### src/rtl/pipe_pkg.sv
// Shared constants and helpers for the pipeline family of blocks.
package pipe_pkg;
  localparam int PIPE_WIDTH = 16;
  localparam int PIPE_DEPTH = 3;

  // Width needed to hold an occupancy value in 0..depth.
  function automatic int pipe_cw(input int depth);
    return $clog2(depth + 1);
  endfunction
endpackage

### src/rtl/pipe_stage.sv
// One valid/data register pair of the elastic pipeline.
module pipe_stage #(
  parameter int WIDTH = 16
) (
  input  logic             clk,
  input  logic             rst,
  input  logic             i_flush,
  input  logic             i_ld,
  input  logic             i_v,
  input  logic [WIDTH-1:0] i_d,
  output logic             o_v,
  output logic [WIDTH-1:0] o_d
);
  logic             r_v;
  logic [WIDTH-1:0] r_d;

  // Data is only captured alongside a valid word; bubbles leave it untouched.
  always_ff @(posedge clk) begin
    if (rst) begin
      r_v <= 1'b0;
      r_d <= '0;
    end else if (i_flush) begin
      r_v <= 1'b0;
    end else if (i_ld) begin
      r_v <= i_v;
      if (i_v) r_d <= i_d;
    end
  end

  assign o_v = r_v;
  assign o_d = r_d;
endmodule

### src/rtl/pipe_delay.sv
// Elastic DEPTH-stage delay line with valid/ready handshake, bubble
// collapsing under backpressure, synchronous flush and occupancy count.
module pipe_delay
  import pipe_pkg::*;
#(
  parameter  int WIDTH = PIPE_WIDTH,
  parameter  int DEPTH = PIPE_DEPTH,
  localparam int CW    = pipe_cw(DEPTH)
) (
  input  logic             clk,
  input  logic             rst,
  input  logic             flush,
  input  logic             in_valid,
  output logic             in_ready,
  input  logic [WIDTH-1:0] data_in,
  output logic             out_valid,
  input  logic             out_ready,
  output logic [WIDTH-1:0] data_out,
  output logic [CW-1:0]    count
);
  logic [DEPTH-1:0]            w_v;
  logic [DEPTH-1:0][WIDTH-1:0] w_d;
  logic [DEPTH-1:0]            w_vin;
  logic [DEPTH-1:0][WIDTH-1:0] w_din;
  logic [DEPTH-1:0]            w_ld;
  logic                        w_in_hs;
  logic                        w_out_hs;
  logic [CW-1:0]               r_count;

  // Stage i may load when it is empty or everything ahead of it moves;
  // folding from the output side keeps the chain free of self-reads.
  always_comb begin
    logic l_ok;
    l_ok = out_ready;
    w_ld = '0;
    for (int i = DEPTH - 1; i >= 0; i--) begin
      l_ok    = l_ok | ~w_v[i];
      w_ld[i] = l_ok;
    end
  end

  assign in_ready  = w_ld[0] & ~flush;
  assign w_in_hs   = in_valid & in_ready;
  assign w_out_hs  = w_v[DEPTH-1] & out_ready;
  assign out_valid = w_v[DEPTH-1];
  assign data_out  = w_d[DEPTH-1];
  assign count     = r_count;

  for (genvar i = 0; i < DEPTH; i++) begin : g_stg
    if (i == 0) begin : g_head
      assign w_vin[i] = w_in_hs;
      assign w_din[i] = data_in;
    end else begin : g_body
      assign w_vin[i] = w_v[i-1];
      assign w_din[i] = w_d[i-1];
    end
    pipe_stage #(.WIDTH(WIDTH)) u_stage (
      .clk     (clk),
      .rst     (rst),
      .i_flush (flush),
      .i_ld    (w_ld[i]),
      .i_v     (w_vin[i]),
      .i_d     (w_din[i]),
      .o_v     (w_v[i]),
      .o_d     (w_d[i])
    );
  end

  // Occupancy tracks the handshakes so it equals popcount(v) after each edge.
  always_ff @(posedge clk) begin
    if (rst || flush) r_count <= '0;
    else              r_count <= r_count + CW'(w_in_hs) - CW'(w_out_hs);
  end
endmodule

### config.mk
export PLATFORM = sky130hd
export DESIGN_NAME = pipe_delay
export DESIGN_NICKNAME = d
export VERILOG_FILES = /design/src/rtl/pipe_pkg.sv /design/src/rtl/pipe_stage.sv /design/src/rtl/pipe_delay.sv
export SDC_FILE = /design/constraint.sdc
export NUM_CORES = 1
export LEC_CHECK = 0
export CAP_MARGIN = 20
export CORE_MARGIN = 4
export CORE_UTILIZATION = 57
export CTS_CLUSTER_SIZE = 10
export DETAILED_ROUTE_END_ITERATION = 6
export HOLD_SLACK_MARGIN = 0.03
export PLACE_DENSITY = 0.84
export RECOVER_POWER = 100
export SYNTH_ARGS = -nofsm -noshare
export SYNTH_HDL_FRONTEND = slang
export SYNTH_HIERARCHICAL = 1
export SYNTH_SLANG_ARGS = --single-unit
### constraint.sdc
create_clock -name clk -period 4.8 [get_ports clk]
set_clock_uncertainty 0.05 [all_clocks]
set_input_delay 0.48 -clock clk [delete_from_list [all_inputs] [get_ports clk]]
set_output_delay 0.48 -clock clk [all_outputs]
set_load 0.005 [all_outputs]
==> impl_metrics.ini, run 1 <==
[yosys]
synth_most_common_cell = nand2b_1
yosys.area.top_type = dfxtp_1
ys_seq_elements = 53
synth.distinct_cells = 17
yosys.area.top_type_share = 0.431
netlist_top_cells_count = nand2b_1 (97), dfxtp_1 (53), mux2i_1 (51)
syn_area_per_cell_sq_um = 10.5
synthFlopType = dfxtp_1
synth_cells = 235
async_flop_share = 0
syn_area_sq_um = 2460
yosysWarnings = 6
ys_top_cells_by_area = dfxtp_1 (43%), nand2b_1 (25%), mux2i_1 (21%), buf_12 (2.4%), clkbuf_1 (1.4%)
synth_edf_count = 0
syn-num-nets = 258
synth-seq-area-share = 0.431

[detailed_routing]
dr.pass1.iters = 4
drc_errors = 0
ant_nets = 0
drtIter0Drc = 115
wl_mm = 3.80
vias_per_cell = 4.88
vias = 1557
wl_per_cell_um = 11.9

[min_path]
min_path_type = reg -> reg
whs_path_depth = 2
worstHoldEndpoint = g_stg[2].u_stage/o_d[11]$_SDFFE_PP0P_
hp-start = g_stg[2].u_stage/o_d[11]$_SDFFE_PP0P_

[worst_setup_path]
worstSetupEndpointType = output port
r2r_slack_ns = 2.81
r2r-end = g_stg[0].u_stage/o_d[9]$_SDFFE_PP0P_
r2r_start = g_stg[0].u_stage/o_v$_SDFFE_PP0P_
cp.arrival_ns = 1.98
worstPathBufferInverterCount = 2
critPathKind = in -> out
crit_family = buffers and inverters
crit_path_frequent_cell = dlygate4sd3_1
critPathLaunchType = input pin
worstPathRequired_ns = 4.27
worstRegToRegCells = 4
slowest_stage = dlygate4sd3_1
path_cells = dlygate4sd3_1, and4b_1, nor2_1, dlygate4sd3_1
cp_max_fo = 4
cp_slowest_stage_delay_ns = 0.58

[cts]
cts_tree = built
clock-root-buffer = clkbuf_8
cts_hold_buf = 0
clock_path_buffers = 2
htree_levels = 2
cts_sinks = 53
cts_buffers = 5
clk_latency_ns = 0.30
cts_setup_buffers = 0
clk_pin_slew_worst_paths_ns = 0.08
cts_resized = 0

[placed_design]
dp_cells = 311
placed_cell_area_sq_um = 2800
place_ws_ns = 2.13
port-buffer-count = 40
gp_congestion = 0.731

[pwr]
peakVddDrop_mv = 0.172
p_leak_uw = 0.00105
powerDensity_nw_per_um2 = 276
p_total_uw = 802

[cells_and_area]
fill_cells = 323
area_growth_pct = 18.2
antennaDiodeCount = 0
fin_cells = 319
fin_area_sq_um = 2910
layout-drive-gt1-share = 0.0372
final_nets = 291

[sta]
finalSetupViolCount = 0
slew_viol_final = 0
hold_violations = 0
max_slew_margin = 0.339
tightest_slew_ns = 0.991
fin_crit_sh = 0.522
rsz0062_at_grt = no
timing.fmax_mhz = 399
setup_tns_ns = 0
fin_ws_ns = 2.29
fin_crit_ns = 2.51

[global_route]
track_usage = 0.160
antenna_found_initial = 0
grt_pass1_wl_mm = 6.78
grt_max_degree = 102
first_global_vias = 1544
grt_overflow = 0

[run_status]
status = finished clean

[die]
die_y_um = 73.7
die-area_sq_um = 5440
fp.dieW_um = 73.7
io_pins = 41
core_area_sq_um = 4090
start_util = 0.603
placementRows = 23

[flow_run]
cap_violations = 0
## cell usage in the layout (no fill, tap or decap), drive strengths merged
| master | count |
|---|---|
| bufinv | 1 |
| clkdlybuf4s50 | 18 |
| and2 | 1 |
| nor3 | 4 |
| buf | 2 |
| mux2i | 51 |
| dlygate4sd3 | 21 |
| xnor3 | 1 |
| clkbuf | 6 |
| ha | 2 |
| nand2b | 97 |
| inv | 2 |
| clkinv | 1 |
| dfxtp | 53 |
| nor3b | 2 |
| nor2 | 1 |
| and3b | 3 |
| and4b | 1 |
| nand3b | 2 |
## final cells by class
cell class / instances / area, sq um / share of cell area
multi-input combinational: 165 / 1270 / 0.435
clock buffer: 6 / 72.6 / 0.0249
tap: 50 / 62.6 / 0.0215
clock inverter: 2 / 38.8 / 0.0133
timing repair buffer: 41 / 403 / 0.138
sequential: 53 / 1060 / 0.364
inverter: 2 / 7.51 / 0.00258
## worst register-to-register path, cell delays in order (launching register included)
cell and delay (ns):
dfxtp_1 0.34, and4b_1 0.23, nor3b_1 0.22, and3b_1 0.80
mux2i_1 0.28
## sequential cells by signal, summed over array words and instances (netlist names)
| signal | count |
|---|---|
| g_stg.u_stage/o_d | 48 |
| count | 2 |
| g_stg.u_stage/o_v | 3 |
## per-stage QoR
stage	utilization	hold WS, ns
final	0.712	0.422
after global routing	0.712	0.448
after CTS	0.712	0.430
after detailed placement	0.685	0.410
after global placement	0.685	0.408
after floorplan	-	0.399
## routing by layer
layer	up-vias	wire, um	track usage
met5	-	0	0
met4	0	78	0.0724
met3	7	161	0.0328
met2	32	1600	0.247
met1	683	1960	0.213
li1	835	-	-
## worst max path at each step
stage / from / end / slack, ns / cells after the start
3_3_place_gp: out_ready / g_stg[0].u_stage/o_d[2]$_SDFFE_PP0P_ / 2.16 / 5
4_1_cts: out_ready / g_stg[0].u_stage/o_d[9]$_SDFFE_PP0P_ / 2.45 / 5
2_1_floorplan: out_ready / count[1]$_SDFF_PP0_ / 3.07 / 8
3_5_place_dp: out_ready / g_stg[0].u_stage/o_d[5]$_SDFFE_PP0P_ / 2.13 / 5
5_1_grt: out_ready / in_ready / 2.23 / 4
6_report: out_ready / in_ready / 2.29 / 4
## logic make-up after synthesis
logic type               synth area share
buffers and inverters              0.0549
AND/OR/NAND/NOR                     0.288
adder cells (fa/ha/maj)            0.0102
flip-flops                          0.431
XOR/XNOR                          0.00915
multiplexers                        0.207
## report_power, final
group / internal (uW) / leakage [uW] / total (uW) / switching, uW
sequential: 445 / 0.000428 / 448 / 3.18
clock: 157 / 0.0000554 / 296 / 139
combinational: 36.9 / 0.000567 / 58.1 / 21.2
(Power assumes the default switching activity.)
==> run 2: changes to the inputs <==
--- a/config.mk
+++ b/config.mk
@@ -7,11 +7,11 @@
 export LEC_CHECK = 0
 export CAP_MARGIN = 20
 export CORE_MARGIN = 4
-export CORE_UTILIZATION = 57
+export CORE_UTILIZATION = 53
 export CTS_CLUSTER_SIZE = 10
 export DETAILED_ROUTE_END_ITERATION = 6
 export HOLD_SLACK_MARGIN = 0.03
-export PLACE_DENSITY = 0.84
+export PLACE_DENSITY = 0.79
 export RECOVER_POWER = 100
 export SYNTH_ARGS = -nofsm -noshare
 export SYNTH_HDL_FRONTEND = slang
==> constraint.sdc (replaced) <==
create_clock -name clk -period 2.5 [get_ports clk]
set_clock_uncertainty 0.05 [all_clocks]
set_input_delay 0.25 -clock clk [delete_from_list [all_inputs] [get_ports clk]]
set_output_delay 0.25 -clock clk [all_outputs]
set_load 0.005 [all_outputs]
==> impl_metrics.ini, run 2 (synthesis gave the netlist of run 1 again) <==
[sta]
timing.fmax_mhz = 487
fin_crit_ns = 2.06
tightest_slew_ns = 0.653
fin_crit_sh = 0.822
fin_ws_ns = 0.445
max_slew_margin = 0.564
rsz0062_at_grt = no
hold_violations = 0
finalSetupViolCount = 0
slew_viol_final = 0
setup_tns_ns = 0

[detailed_routing]
vias = 1509
ant_nets = 0
vias_per_cell = 4.66
drc_errors = 0
drtIter0Drc = 109
wl_mm = 3.69
wl_per_cell_um = 11.4
dr.pass1.iters = 4

[worst_setup_path]
r2r_start = g_stg[0].u_stage/o_v$_SDFFE_PP0P_
r2r_slack_ns = 0.66
startpoint = out_ready
cp-endpoint = in_ready
crit_path_frequent_cell = dlygate4sd3_1
worstPathRequired_ns = 2.20
worstRegToRegCells = 5
path_cells = dlygate4sd3_1, and4b_1, nor2_1, dlygate4sd3_1
cp_slowest_stage_delay_ns = 0.59
slowest_stage = dlygate4sd3_1
worstSetupEndpointType = output port
cp.arrival_ns = 1.76
r2r-end = g_stg[0].u_stage/o_d[5]$_SDFFE_PP0P_
cp_max_fo = 4
critPathLaunchType = input pin
critPathKind = in -> out

[cts]
clock_path_buffers = 2
cts_tree = built
htree_levels = 2
cts_setup_buffers = 0
cts_resized = 0
cts_hold_buf = 0
cts_sinks = 53
clk_pin_slew_worst_paths_ns = 0.09
clk_latency_ns = 0.30
clock-root-buffer = clkbuf_8
cts_buffers = 5

[cells_and_area]
multi_input_area_sq_um = 1270
fill_cells = 368
fin_area_sq_um = 2930
antennaDiodeCount = 0
area_growth_pct = 19.2
layout-drive-gt1-share = 0.0478
final_nets = 294
final_cell_mix = nand2b_1 (97), dfxtp_1 (53), mux2i_1 (51), dlygate4sd3_1 (22), clkdlybuf4s50_1 (17)
fin_cells = 324
final_common_cell = nand2b_1
largest_register_ffs = 48
regArea_sq_um = 1060

[run_status]
status = finished clean

[global_route]
track_usage = 0.129
grt_max_degree = 102
grt_overflow = 0
antenna_found_initial = 0
first_global_vias = 1377
grt_pass1_wl_mm = 6.29

[pwr]
p_leak_uw = 0.00107
powerDensity_nw_per_um2 = 525
peakVddDrop_mv = 0.270

[flow_run]
cap_violations = 0

[die]
die-area_sq_um = 5800
fp.dieW_um = 76.2
core_area_sq_um = 4410
io_pins = 41
start_util = 0.558
placementRows = 24
die_y_um = 76.2

[placed_design]
place_ws_ns = 0.413
dp_cells = 316
placed_cell_area_sq_um = 2830
port-buffer-count = 40
gp_congestion = 0.727

[min_path]
min_path_type = reg -> reg
[run 2: changes by cell type in the layout (fill, tap and decap cells not counted), sizes merged]
cell and delta:
buf +2, clkdlybuf4s50 -1, clkbuf +1, dlygate4sd3 +1
[run 2: layer usage]
metal / track usage / share of wire / vias to the layer above
li1: - / - / 834
met1: 0.190 / 0.57 / 635
met2: 0.175 / 0.36 / 34
met3: 0.0355 / 0.054 / 6
met4: 0.0524 / 0.015 / 0
met5: 0 / 0 / -
[run 2: worst min-delay path by stage]
| stage | endpoint | start | depth (start not counted) |
|---|---|---|---|
| after global placement | g_stg[0].u_stage/o_d[2]$_SDFFE_PP0P_ | g_stg[0].u_stage/o_d[2]$_SDFFE_PP0P_ | 2 |
| after CTS | g_stg[2].u_stage/o_d[11]$_SDFFE_PP0P_ | g_stg[2].u_stage/o_d[11]$_SDFFE_PP0P_ | 2 |
| after floorplan | count[1]$_SDFF_PP0_ | flush | 1 |
| final | g_stg[2].u_stage/o_d[7]$_SDFFE_PP0P_ | g_stg[2].u_stage/o_d[7]$_SDFFE_PP0P_ | 2 |
| after global routing | g_stg[0].u_stage/o_d[9]$_SDFFE_PP0P_ | data_in[9] | 3 |
| after detailed placement | g_stg[2].u_stage/o_d[5]$_SDFFE_PP0P_ | g_stg[2].u_stage/o_d[5]$_SDFFE_PP0P_ | 2 |
[run 2: area by class of cell]
type | instances | share of cell area
multi-input cells | 165 | 0.432
flip-flops and latches | 53 | 0.362
repair buffers | 44 | 0.144
clock buffers | 6 | 0.0247
well taps | 52 | 0.0222
clock inverters | 2 | 0.0132
inverters | 2 | 0.00256
[run 2: report_power, final]
part           switching [uW]  internal [uW]  total, uW
combinational            40.9           70.9        112
clock                     267            301        568
sequential               5.82            854        860
[run 2: worst max-delay path: cells and delay by family]
| family | cells | cell delay (ns) |
|---|---|---|
| buffers and inverters | 2 | 1.15 |
| AND/OR/NAND/NOR | 2 | 0.36 |
[run 2: stage by stage]
step	utilization	hold slack, ns	total power (uW)
4_1_cts	0.665	0.428	1570
6_report	0.665	0.421	1540
3_5_place_dp	0.640	0.410	993
5_1_grt	0.665	0.439	1600
3_3_place_gp	0.640	0.409	993
2_1_floorplan	-	0.269	951
